===== src/rtl/proc_ctrl_seq_if.sv =====
// Handshake and datapath-control bundle between an instruction source and proc_ctrl_seq.
// master = instruction source, slave = sequencer.
interface proc_ctrl_seq_if #(
    parameter int NUM_REGS = 4,
    parameter int IDX_W    = 3
);
    logic                start;
    logic [3:0]          func;
    logic [IDX_W-1:0]    rx;
    logic [IDX_W-1:0]    ry;
    logic                busy;
    logic                done;
    logic                err;
    logic                data_out;
    logic [NUM_REGS-1:0] r_in;
    logic [NUM_REGS-1:0] r_out;
    logic                a_in;
    logic                g_in;
    logic                g_out;
    logic [2:0]          alu_op;

    modport master (
        output start, func, rx, ry,
        input  busy, done, err, data_out, r_in, r_out, a_in, g_in, g_out, alu_op
    );

    modport slave (
        input  start, func, rx, ry,
        output busy, done, err, data_out, r_in, r_out, a_in, g_in, g_out, alu_op
    );
endinterface


===== src/rtl/proc_ctrl_seq.sv =====
// Control sequencer for the simple processor datapath: one instruction per start/done handshake.
// Optional macro LOGIC_OPS_EN adds AND (0110) and OR (0111) as three-step ALU ops.
//
//  state  | meaning
//  S_IDLE | waiting for start; all outputs 0
//  S_T1   | LOAD/MOVE single step, or ALU step 1 (rx -> A)
//  S_T2   | ALU step 2 (ry through ALU -> G)
//  S_T3   | ALU step 3 (G -> rx), done
//  S_ERR  | illegal instruction: done + err, no enables
module proc_ctrl_seq #(
    parameter int NUM_REGS = 4,
    parameter int IDX_W    = 3
) (
    input  logic          clk,
    input  logic          rst_n,
    proc_ctrl_seq_if.slave bus
);

    typedef enum logic [2:0] {S_IDLE, S_T1, S_T2, S_T3, S_ERR} state_t;

    localparam logic [3:0] F_LOAD = 4'b0001;
    localparam logic [3:0] F_MOVE = 4'b0010;
    localparam logic [3:0] F_ADD  = 4'b0011;
    localparam logic [3:0] F_SUB  = 4'b0100;
    localparam logic [3:0] F_XOR  = 4'b0101;
    localparam logic [3:0] F_AND  = 4'b0110;
    localparam logic [3:0] F_OR   = 4'b0111;

    // One extra bit so an index equal to NUM_REGS never wraps onto register 0.
    localparam logic [IDX_W:0] NR = (IDX_W+1)'(NUM_REGS);

    state_t           state, state_nxt;
    logic [3:0]       func_q;
    logic [IDX_W-1:0] rx_q, ry_q;
    logic             rx_ok, ry_ok, legal;

    function automatic logic is_alu(input logic [3:0] f);
`ifdef LOGIC_OPS_EN
        return (f == F_ADD) || (f == F_SUB) || (f == F_XOR) || (f == F_AND) || (f == F_OR);
`else
        return (f == F_ADD) || (f == F_SUB) || (f == F_XOR);
`endif
    endfunction

    function automatic logic [2:0] alu_code(input logic [3:0] f);
        logic [2:0] c;
        c = 3'b000;
        case (f)
            F_SUB:   c = 3'b001;
            F_XOR:   c = 3'b010;
`ifdef LOGIC_OPS_EN
            F_AND:   c = 3'b011;
            F_OR:    c = 3'b100;
`endif
            default: c = 3'b000;
        endcase
        return c;
    endfunction

    function automatic logic [NUM_REGS-1:0] onehot(input logic [IDX_W-1:0] idx);
        logic [NUM_REGS-1:0] r;
        r = '0;
        for (int i = 0; i < NUM_REGS; i++)
            r[i] = ({1'b0, idx} == (IDX_W+1)'(i));
        return r;
    endfunction

    assign rx_ok = {1'b0, bus.rx} < NR;
    assign ry_ok = {1'b0, bus.ry} < NR;
    assign legal = rx_ok && ((bus.func == F_LOAD) ||
                             (((bus.func == F_MOVE) || is_alu(bus.func)) && ry_ok));

    always_ff @(posedge clk or negedge rst_n) begin
        if (!rst_n) begin
            state  <= S_IDLE;
            func_q <= '0;
            rx_q   <= '0;
            ry_q   <= '0;
        end else begin
            state <= state_nxt;
            if (state == S_IDLE && bus.start) begin
                func_q <= bus.func;
                rx_q   <= bus.rx;
                ry_q   <= bus.ry;
            end
        end
    end

    always_comb begin
        state_nxt    = state;
        bus.busy     = 1'b1;
        bus.done     = 1'b0;
        bus.err      = 1'b0;
        bus.data_out = 1'b0;
        bus.r_in     = '0;
        bus.r_out    = '0;
        bus.a_in     = 1'b0;
        bus.g_in     = 1'b0;
        bus.g_out    = 1'b0;
        bus.alu_op   = 3'b000;
        case (state)
            S_IDLE: begin
                bus.busy = 1'b0;
                if (bus.start)
                    state_nxt = legal ? S_T1 : S_ERR;
            end
            S_T1: begin
                bus.alu_op = alu_code(func_q);
                if (func_q == F_LOAD) begin
                    bus.data_out = 1'b1;
                    bus.r_in     = onehot(rx_q);
                    bus.done     = 1'b1;
                    state_nxt    = S_IDLE;
                end else if (func_q == F_MOVE) begin
                    bus.r_out = onehot(ry_q);
                    bus.r_in  = onehot(rx_q);
                    bus.done  = 1'b1;
                    state_nxt = S_IDLE;
                end else begin
                    bus.r_out = onehot(rx_q);
                    bus.a_in  = 1'b1;
                    state_nxt = S_T2;
                end
            end
            S_T2: begin
                bus.alu_op = alu_code(func_q);
                bus.r_out  = onehot(ry_q);
                bus.g_in   = 1'b1;
                state_nxt  = S_T3;
            end
            S_T3: begin
                bus.alu_op = alu_code(func_q);
                bus.g_out  = 1'b1;
                bus.r_in   = onehot(rx_q);
                bus.done   = 1'b1;
                state_nxt  = S_IDLE;
            end
            S_ERR: begin
                bus.done  = 1'b1;
                bus.err   = 1'b1;
                state_nxt = S_IDLE;
            end
            default: begin
                bus.busy  = 1'b0;
                state_nxt = S_IDLE;
            end
        endcase
    end

endmodule


===== src/flat_wrapper.sv =====
// flat-port wrapper written by rule: the top's interface ports become plain ports
module proc_ctrl_seq_flat 
#(
    parameter int NUM_REGS = 4,
    parameter int IDX_W    = 3
)
  (clk, rst_n, bus_start, bus_func, bus_rx, bus_ry, bus_busy, bus_done, bus_err, bus_data_out, bus_r_in, bus_r_out, bus_a_in, bus_g_in, bus_g_out, bus_alu_op);
  proc_ctrl_seq_if #(.NUM_REGS(NUM_REGS), .IDX_W(IDX_W)) bus_i ();
  input  logic clk;
  input  logic rst_n;
  input wire logic [$bits(bus_i.start)-1:0] bus_start;
  input wire logic [$bits(bus_i.func)-1:0] bus_func;
  input wire logic [$bits(bus_i.rx)-1:0] bus_rx;
  input wire logic [$bits(bus_i.ry)-1:0] bus_ry;
  output wire logic [$bits(bus_i.busy)-1:0] bus_busy;
  output wire logic [$bits(bus_i.done)-1:0] bus_done;
  output wire logic [$bits(bus_i.err)-1:0] bus_err;
  output wire logic [$bits(bus_i.data_out)-1:0] bus_data_out;
  output wire logic [$bits(bus_i.r_in)-1:0] bus_r_in;
  output wire logic [$bits(bus_i.r_out)-1:0] bus_r_out;
  output wire logic [$bits(bus_i.a_in)-1:0] bus_a_in;
  output wire logic [$bits(bus_i.g_in)-1:0] bus_g_in;
  output wire logic [$bits(bus_i.g_out)-1:0] bus_g_out;
  output wire logic [$bits(bus_i.alu_op)-1:0] bus_alu_op;
  assign bus_i.start = bus_start;
  assign bus_i.func = bus_func;
  assign bus_i.rx = bus_rx;
  assign bus_i.ry = bus_ry;
  assign bus_busy = bus_i.busy;
  assign bus_done = bus_i.done;
  assign bus_err = bus_i.err;
  assign bus_data_out = bus_i.data_out;
  assign bus_r_in = bus_i.r_in;
  assign bus_r_out = bus_i.r_out;
  assign bus_a_in = bus_i.a_in;
  assign bus_g_in = bus_i.g_in;
  assign bus_g_out = bus_i.g_out;
  assign bus_alu_op = bus_i.alu_op;
  proc_ctrl_seq #(.NUM_REGS(NUM_REGS), .IDX_W(IDX_W)) u_core (.clk(clk), .rst_n(rst_n), .bus(bus_i));
endmodule

===== config.mk =====
export PLATFORM = sky130hd
export DESIGN_NAME = proc_ctrl_seq_flat
export DESIGN_NICKNAME = d
export VERILOG_FILES = /design/src/rtl/proc_ctrl_seq_if.sv /design/src/rtl/proc_ctrl_seq.sv /design/src/flat_wrapper.sv
export SDC_FILE = /design/constraint.sdc
export NUM_CORES = 1
export LEC_CHECK = 0
export ABC_AREA = 1
export BUFFER_PORTS_ARGS = -buffer_cell sky130_fd_sc_hd__buf_2
export CAP_MARGIN = 30
export CORE_MARGIN = 2
export CORE_UTILIZATION = 25
export CTS_CLUSTER_SIZE = 40
export DETAILED_ROUTE_END_ITERATION = 8
export GPL_TIMING_DRIVEN = 0
export SYNTH_ARGS = -nofsm -noshare
export SYNTH_HDL_FRONTEND = slang
export SYNTH_SLANG_ARGS = --single-unit
export TNS_END_PERCENT = 100

===== constraint.sdc =====
create_clock -name clk -period 1.58 [get_ports clk]
set_clock_uncertainty 0.05 [all_clocks]
set_input_delay 0 -clock clk [delete_from_list [all_inputs] [get_ports clk]]
set_output_delay 0 -clock clk [all_outputs]
set_load 0.01 [all_outputs]

==> flow_summary.yaml, run 1 <==
drt:
  top_layer_used: "met4"
  drtPass1Iterations: 4
  drc: 0
  dr_wl_met3_um: 81
  drtIter0Drc: 42
  vias: 928
  routedWlPerCell_um: 9.74
  drt-met1-wl_um: 1030
  ant_nets: 0
  wl_met2_um: 995
  routed_wl_um: 2130
  via_per_inst: 4.24
pwr:
  p_leak_nw: 0.683
  seq_power_share_pct: 33.0
  comb_power_share_pct: 56.7
  power_density_nw_per_um2: 1520
  clkPwrFrac_pct: 10.3
  swShare_pct: 48.2
  p_sw_mw: 0.916
  p_int_mw: 0.982
  ir_worst_vdd_v: 0.000373
cts:
  htree_num_levels: 1
  cts_tree: "built"
  cts.reportedPaths.clkPinSlew_ns: 0.07
  clk_path_buf_depth: 2
  cts.sinks: 13
  numCtsBuffers: 3
  clockRootBuffer: "clkbuf_4"
  clock_latency_ns: 0.27
synth:
  yosys-top-cells-area: "dfrtp_1, nand2_1, nand3_1"
  syn_area_um2: 830
  ys_seq_area_share_pct: 39.2
  yosys_warnings: 0
  ys_seq_elements: 13
  synth_top_cell_by_area: "dfrtp_1"
  synth_fp_nets: 141
  synth_cell_types: 15
  syn_inst: 128
  synth.avg_cell_area_um2: 6.48
  netlist.area_leader.share_pct: 39.2
worst_setup_path:
  critPathTopFamily: "simple AND/OR/NAND/NOR gates"
  critPathMaxFanout: 5
  crit_path_max_incr_delay_ns: 0.43
  cp_slowest_cell: "dfrtp_1"
  cp_cell_sequence: "nor2_4 -> nand3_4 -> nand3_2 -> nand3_2 -> nor2_1 -> buf_2"
  critPathRequiredTime_ns: 1.53
  crit_arrival_ns: 1.42
  path_class: "register to output pin"
  crit_path_frequent_cell: "nand3_2"
  endpoint_kind: "output pin"
  cp_num_buf_inv: 1
  start_kind: "register"
place:
  gp_congestion: 0.943
  numPortBuffers: 29
  dpl_cell_area_um2: 1030
  post-dp-hpwl_um: 1620
floorplan:
  fp.dieW_um: 61.6
  coreArea_um2: 3100
  initial_core_util_pct: 26.7
  io_pins: 31
  fp.dieH_um: 61.6
  placementRows: 20
  die_area_um2: 3800
global_route:
  grt_pass1_vias: 799
  grtUsageTotal_pct: 12.2
  grt_pass1_wl_um: 3330
  antenna_found_initial: 0
  grt_max_degree: 14
  grt_overflow: 0
layout:
  nNetsFinal: 189
  antenna_cells: 0
  area_delta_synth_final_pct: 50.1
  mostFrequentLayoutCell: "nand2_1"
  drive_gt1_share_pct: 29.7
  mostFrequentLayoutCells: "nand2_1, buf_2, inv_1"
  final_cell_area_um2: 1240
job:
  maxCapViolations: 0
sta:
  rsz0062_at_grt: "false"
  period_share_pct: 93.1
  finalSetupTns_ns: 0
  fin_hold_ws_ns: 0.0869
  finalSetupViolCount: 0
  period_minus_slack_ns: 1.47
  max_freq_mhz: 680
  hold_violations: 0
  drv_slew: 0
hold_path:
  holdCritPathClass: "input port to asynchronous set/reset pin"
run_status:
  outcome: "completed"
-- Yosys cell counts --
cell      instances
clkinv_1          1
a21oi_1           1
inv_2             2
nand2_2           1
nor2_2            3
inv_1            18
nand3_1          18
o21ai_0           1
conb_1            1
nor2_1           17
dfrtp_1          13
o21ai_1           9
nand4_1           6
nand2_1          34
buf_4             3
-- routing by layer --
layer / global-route usage (%) / vias to the layer above
li1: - / 499
met1: 15.7 / 399
met2: 18.9 / 28
met3: 2.10 / 2
met4: 7.60 / 0
met5: 0 / -
-- kinds of logic after synthesis --
family | Yosys count | share of synthesized area [%]
and+or+nand+nor | 79 | 41.5
buffers and inverters | 24 | 12.2
DFF | 13 | 39.2
AOI/OAI and AO/OA | 11 | 6.63
other | 1 | 0.452
-- power by group through the flow --
stage	Clock (mW)	Sequential, mW	Combinational [mW]
detailed placement	0	0.601	0.948
CTS	0.205	0.597	0.991
global route	0.220	0.646	1.24
finish	0.195	0.626	1.08
global placement	0	0.597	0.939
floorplan	0	0.578	0.698
-- sequential cells by signal, summed over array words and instances (netlist names) --
signal	cells
u_core.ry_q	3
u_core.rx_q	3
u_core.state	3
u_core.func_q	4
-- repair_timing --
item | 4_1_cts | 5_1_grt
hold endpoints to repair | 24 | 0
hold buffers | 12 | 0
pin swaps | 0 | 1
setup endpoints to repair | 9 | 10
resized for setup | 3 | 11
setup buffers | 0 | 2
-- stage by stage --
| stage | util (%) | setup WS (ns) | total power, mW | instances |
|---|---|---|---|---|
| floorplan | - | 0.438 | 1.28 | 128 |
| global placement | 33.2 | 0.206 | 1.54 | 201 |
| detailed placement | 33.2 | 0.192 | 1.55 | 201 |
| CTS | 38.3 | 0.00989 | 1.79 | 217 |
| global route | 40.1 | 0.00522 | 2.10 | 219 |
| finish | 40.1 | 0.109 | 1.90 | 219 |
-- layout make-up --
type,instances,area (µm²)
fillers,353,1860
multi-input cells,91,453
flip-flops and latches,13,325
repair buffers,43,284
inverters,21,78.8
well taps,44,55.1
clock buffers,4,26.3
plain buffers,3,22.5
-- final timing paths --
check,start,to,slack [ns],cells past startpoint
hold / removal,rst_n,u_core.func_q[1]$_DFFE_PN0P_,0.09,2
setup reg to reg,u_core.state[0]$_DFFE_PN0P_,u_core.rx_q[0]$_DFFE_PN0P_,0.27,8
hold reg to reg,u_core.rx_q[2]$_DFFE_PN0P_,u_core.rx_q[2]$_DFFE_PN0P_,0.52,2
setup / recovery,u_core.func_q[2]$_DFFE_PN0P_,bus_r_in[3],0.11,6
max in group asynchronous,rst_n,u_core.ry_q[1]$_DFFE_PN0P_,1.17,2
min in group clk,bus_func[2],u_core.func_q[2]$_DFFE_PN0P_,0.44,4
Note: power is estimated with default switching activity, not from simulation.
==> inputs of run 2 (changes only) <==
--- a/config.mk
+++ b/config.mk
@@ -12,7 +12,7 @@
 export CORE_UTILIZATION = 25
 export CTS_CLUSTER_SIZE = 40
 export DETAILED_ROUTE_END_ITERATION = 8
-export GPL_TIMING_DRIVEN = 0
+export HOLD_SLACK_MARGIN = 0.15
 export SYNTH_ARGS = -nofsm -noshare
 export SYNTH_HDL_FRONTEND = slang
 export SYNTH_SLANG_ARGS = --single-unit
==> run 2 against run 1 <==
Net effect: final cell count down 0.46%; first-iteration DRC count up 9.5%; count of clock-buffer cells in the layout stayed put; highest routed layer unchanged; non-clock buffer count fell by 1; sequential power fell by 3.8%; critical path type unchanged; sequential share of layout area rose by 0.27 points; total power is 1.3% lower; via count shrank 1.3%; sequential cell count unchanged; register-to-register slack worse by 0.02 ns; largest cell class unchanged.
==> flow_summary.yaml, run 2 (synthesis gave the netlist of run 1 again) <==
drt:
  drc: 0
  vias: 916
  routed_wl_um: 2050
  routedWlPerCell_um: 9.38
  drtIter0Drc: 46
  drtPass1Iterations: 4
  via_per_inst: 4.20
  ant_nets: 0
sta:
  finalSetupViolCount: 0
  tightestPinTransition_ns: 0.590
  hold_violations: 0
  drv_slew: 0
  max_freq_mhz: 670
  rsz0062_at_grt: "true"
  period_share_pct: 94.4
  finalSetupTns_ns: 0
  period_minus_slack_ns: 1.49
  fin_hold_ws_ns: 0.415
  slew_headroom_pct: 60.6
pwr:
  ir_worst_vdd_v: 0.000384
  power_density_nw_per_um2: 1520
  swShare_pct: 47.5
  p_sw_mw: 0.889
  p_int_mw: 0.984
  clkPwrFrac_pct: 11.2
  seq_power_share_pct: 32.1
  comb_power_share_pct: 56.7
  p_leak_nw: 0.675
  p_total_mw: 1.87
worst_setup_path:
  reg2reg_depth: 8
  rr_startpoint: "u_core.state[0]$_DFFE_PN0P_"
  critPathMaxFanout: 5
  endpoint_kind: "output pin"
  crit_arrival_ns: 1.44
  r2r_slack_ns: 0.25
  cp_cell_sequence: "nor2_2 -> nand3_1 -> nand3_1 -> nand3_2 -> nor2_1 -> buf_2"
  timing.rr.end: "u_core.rx_q[2]$_DFFE_PN0P_"
  start_kind: "register"
  cp_slowest_cell: "dfrtp_1"
  path_class: "register to output pin"
  crit_path_max_incr_delay_ns: 0.39
  crit_path_frequent_cell: "nand3_1"
  critPathRequiredTime_ns: 1.53
floorplan:
  die_area_um2: 3800
  initial_core_util_pct: 26.7
  coreArea_um2: 3100
  fp.dieW_um: 61.6
  io_pins: 31
  placementRows: 20
  fp.dieH_um: 61.6
layout:
  antenna_cells: 0
  mostFrequentLayoutCells: "nand2_1, buf_2, inv_1"
  largest_register: "u_core.func_q"
  nNetsFinal: 188
  fin_util_pct: 39.7
  fillers: 344
  mostFrequentLayoutCell: "nand2_1"
  largest_reg_flops: 4
  drive_gt1_share_pct: 26.4
  final_cell_area_um2: 1230
  area_delta_synth_final_pct: 48.6
place:
  dpl_cell_area_um2: 1030
  numPortBuffers: 29
  post-dp-hpwl_um: 1560
  gp_congestion: 0.883
job:
  maxCapViolations: 0
hold_path:
  holdCritPathClass: "input port to register"
  whs_endpoint: "u_core.rx_q[0]$_DFFE_PN0P_"
  hold_depth: 4
  hp-start: "bus_rx[0]"
global_route:
  grt_max_degree: 21
  grt_pass1_vias: 843
  grt_overflow: 0
  grt_pass1_wl_um: 3530
  grtUsageTotal_pct: 12.6
  antenna_found_initial: 0
cts:
  cts.reportedPaths.clkPinSlew_ns: 0.08
  numCtsBuffers: 3
  clock_latency_ns: 0.28
  clk_path_buf_depth: 2
  clockRootBuffer: "clkbuf_4"
  cts.sinks: 13
  htree_num_levels: 1
  cts_tree: "built"
run_status:
  outcome: "completed"
[run 2: per-stage QoR]
step                      worst slack [ns]  std cells
after floorplan                      0.438        128
after global placement               0.171        199
after detailed placement             0.203        199
final                               0.0882        218
after global routing               -0.0318        218
after CTS                           0.0162        217
[run 2: worst max path at each step]
stage | to | cells after the start | start | slack [ns]
finish | bus_r_in[3] | 6 | u_core.func_q[3]$_DFFE_PN0P_ | 0.09
detailed placement | bus_r_in[3] | 6 | u_core.func_q[2]$_DFFE_PN0P_ | 0.20
floorplan | u_core.ry_q[2]$_DFFE_PN0P_ | 7 | u_core.state[0]$_DFFE_PN0P_ | 0.44
global route | bus_r_in[3] | 6 | u_core.func_q[2]$_DFFE_PN0P_ | -0.03
global placement | bus_r_in[2] | 6 | u_core.func_q[2]$_DFFE_PN0P_ | 0.17
CTS | bus_r_in[3] | 6 | u_core.func_q[2]$_DFFE_PN0P_ | 0.02
[run 2: critical path, delay by kind of cell, from the launching register on]
| kind | cells | cell delay, ns |
|---|---|---|
| simple gates | 5 | 0.64 |
| flops | 1 | 0.39 |
| buf+inv | 1 | 0.14 |
[run 2: area by class of cell]
type	instances	area, µm²	area share [%]
Inverter	21	78.8	6.40
Sequential cell	13	325	26.4
Clock buffer	4	26.3	2.13
Tap cell	44	55.1	4.47
Timing Repair Buffer	45	314	25.5
Multi-Input combinational cell	91	433	35.1
[run 2: metal layers]
layer	vias to the layer above	part of all wire, %	global-route usage [%]
met1	388	49	17.4
met5	-	0	0
li1	495	-	-
met2	28	43	18.8
met4	0	2.2	6.38
met3	5	5.7	2.10
[run 2: what timing repair did]
action / 4_1_cts / 5_1_grt
setup endpoints to repair: 10 / 10
gates resized for setup: 3 / 5
pin swaps: 1 / 0
hold endpoints to repair: 25 / 0
hold buffers: 13 / 0
setup buffers: 1 / 1
[run 2: power groups by stage]
stage	clock [mW]	sequential, mW	combinational [mW]
after floorplan	0	0.578	0.698
after CTS	0.216	0.593	1.02
final	0.209	0.602	1.06
after detailed placement	0	0.598	0.959
after global routing	0.233	0.629	1.22
after global placement	0	0.597	0.952
==> inputs of run 3 (changes only) <==
--- a/config.mk
+++ b/config.mk
@@ -9,10 +9,12 @@
 export BUFFER_PORTS_ARGS = -buffer_cell sky130_fd_sc_hd__buf_2
 export CAP_MARGIN = 30
 export CORE_MARGIN = 2
-export CORE_UTILIZATION = 25
+export CORE_UTILIZATION = 47
 export CTS_CLUSTER_SIZE = 40
 export DETAILED_ROUTE_END_ITERATION = 8
 export HOLD_SLACK_MARGIN = 0.15
+export PLACE_DENSITY = 0.77
+export SLEW_MARGIN = 20
 export SYNTH_ARGS = -nofsm -noshare
 export SYNTH_HDL_FRONTEND = slang
 export SYNTH_SLANG_ARGS = --single-unit
==> run 3 against run 2 <==
Net effect: via count increased by 6.4%; setup slack worse by 0.0022 ns; count of clock-buffer cells in the layout unchanged; clock power decreased by 4%; first-iteration DRC count down 50%; register-to-register slack worse by 0.05 ns; die area down 44%; critical path depth did not move; highest routed layer unchanged; utilization is 30 points higher.
==> flow_summary.yaml, run 3 (synthesis gave the netlist of run 1 again) <==
global_route:
  antenna_found_initial: 0
  grt_pass1_wl_um: 3210
  grt_max_degree: 21
  grtUsageTotal_pct: 21.4
  grt_overflow: 0
  grt_pass1_vias: 781
worst_setup_path:
  critPathRequiredTime_ns: 1.53
  path_class: "register to output pin"
  start_kind: "register"
  crit_arrival_ns: 1.44
  endpoint_kind: "output pin"
  critPathMaxFanout: 5
layout:
  largest_register: "u_core.func_q"
  mostFrequentLayoutCell: "nand2_1"
  largest_reg_flops: 4
  final_cell_area_um2: 1180
  nNetsFinal: 186
  fin_util_pct: 69.9
  layout.cells.non_filler: 189
  drive_gt1_share_pct: 26.2
  area_delta_synth_final_pct: 42.2
  antenna_cells: 0
  mostFrequentLayoutCells: "nand2_1, buf_2, inv_1"
place:
  gp_congestion: 0.776
  post-dp-hpwl_um: 1570
  dpl.cell_count: 172
  numPortBuffers: 29
  dpl_cell_area_um2: 981
pwr:
  p_leak_nw: 0.662
  power_density_nw_per_um2: 1580
  ir_worst_vdd_v: 0.000924
  p_total_mw: 1.86
sta:
  max_freq_mhz: 669
  period_share_pct: 94.6
  tightestPinTransition_ns: 0.587
  finalSetupViolCount: 0
  slew_headroom_pct: 60.7
  drv_slew: 0
  hold_violations: 0
  period_minus_slack_ns: 1.49
floorplan:
  fp.dieW_um: 46.0
  fp.dieH_um: 46.0
  initial_core_util_pct: 49.1
  die_area_um2: 2120
  io_pins: 31
  coreArea_um2: 1690
  placementRows: 15
cts:
  clk_path_buf_depth: 2
  numCtsBuffers: 3
  clockRootBuffer: "clkbuf_4"
  cts.sinks: 13
  cts.reportedPaths.clkPinSlew_ns: 0.08
  clock_latency_ns: 0.27
  htree_num_levels: 1
  cts_tree: "built"
  cts_setup_buffers: 0
drt:
  ant_nets: 0
  vias: 975
  via_per_inst: 5.16
  drc: 0
  routed_wl_um: 2190
  drtIter0Drc: 23
  routedWlPerCell_um: 11.6
  drtPass1Iterations: 4
run_status:
  outcome: "completed"
job:
  maxCapViolations: 0
hold_path:
  holdCritPathClass: "input port to register"
[run 3: changes by cell type in the layout (fill, tap and decap cells not counted), sizes merged]
cell,before,now
buf,32,30
[run 3: critical path, stage by stage (launching register included)]
cell,delay [ns]
dfrtp_1,0.42
inv_1,0.16
nand3_2,0.12
nand3_1,0.12
nand3_2,0.12
nor2_1,0.11
buf_2,0.13
[run 3: layout make-up]
class	instances	area (µm²)
multi-input combinational	91	445
tap	17	21.3
fill	155	509
clock buffer	4	26.3
sequential	13	325
timing repair buffer	43	283
inverter	21	78.8
[run 3: path summary, 6_finish.rpt]
kind                                               from                           end  slack (ns)  cells past startpoint
setup / recovery           u_core.func_q[1]$_DFFE_PN0P_                   bus_r_in[2]        0.09                      6
hold / removal                              bus_func[3]  u_core.func_q[3]$_DFFE_PN0P_        0.44                      4
setup reg to reg            u_core.state[0]$_DFFE_PN0P_    u_core.rx_q[0]$_DFFE_PN0P_        0.20                      8
hold reg to reg              u_core.rx_q[2]$_DFFE_PN0P_    u_core.rx_q[2]$_DFFE_PN0P_        0.53                      2
max in group asynchronous                         rst_n  u_core.func_q[2]$_DFFE_PN0P_        0.36                      3
min in group asynchronous                         rst_n    u_core.ry_q[2]$_DFFE_PN0P_        0.74                      3
[run 3: report_power, final]
group,switching [mW],leakage (nW),internal [mW]
logic,0.679,0.484,0.355
registers,0.140,0.163,0.486
clock network,0.102,0.0150,0.0977
[run 3: metal layers]
| metal | vias to the layer above | part of all wire (%) | wire length [µm] | GRT usage, % |
|---|---|---|---|---|
| met2 | 34 | 52 | 1140 | 36.9 |
| met5 | - | 0 | 0 | 0 |
| met4 | 0 | 0.96 | 21 | 8.57 |
| met1 | 449 | 43 | 931 | 26.1 |
| met3 | 2 | 4.3 | 94 | 3.57 |
| li1 | 490 | - | - | - |
[run 3: per-stage QoR]
step,TNS [ns],worst slack (ns),hold slack [ns]
after detailed placement,0,0.201,-0.152
after CTS,0,0.0154,0.433
after global routing,-0.0246,-0.0154,0.439
after global placement,0,0.283,-0.158
after floorplan,0,0.438,-0.346
final,0,0.0860,0.436
[run 3: timing repair]
item                                   in CTS  in global routing
setup endpoints to repair                   9                 10
hold buffers                               13                  0
endpoints found under the hold margin      25                  0
resized for setup                           2                  8
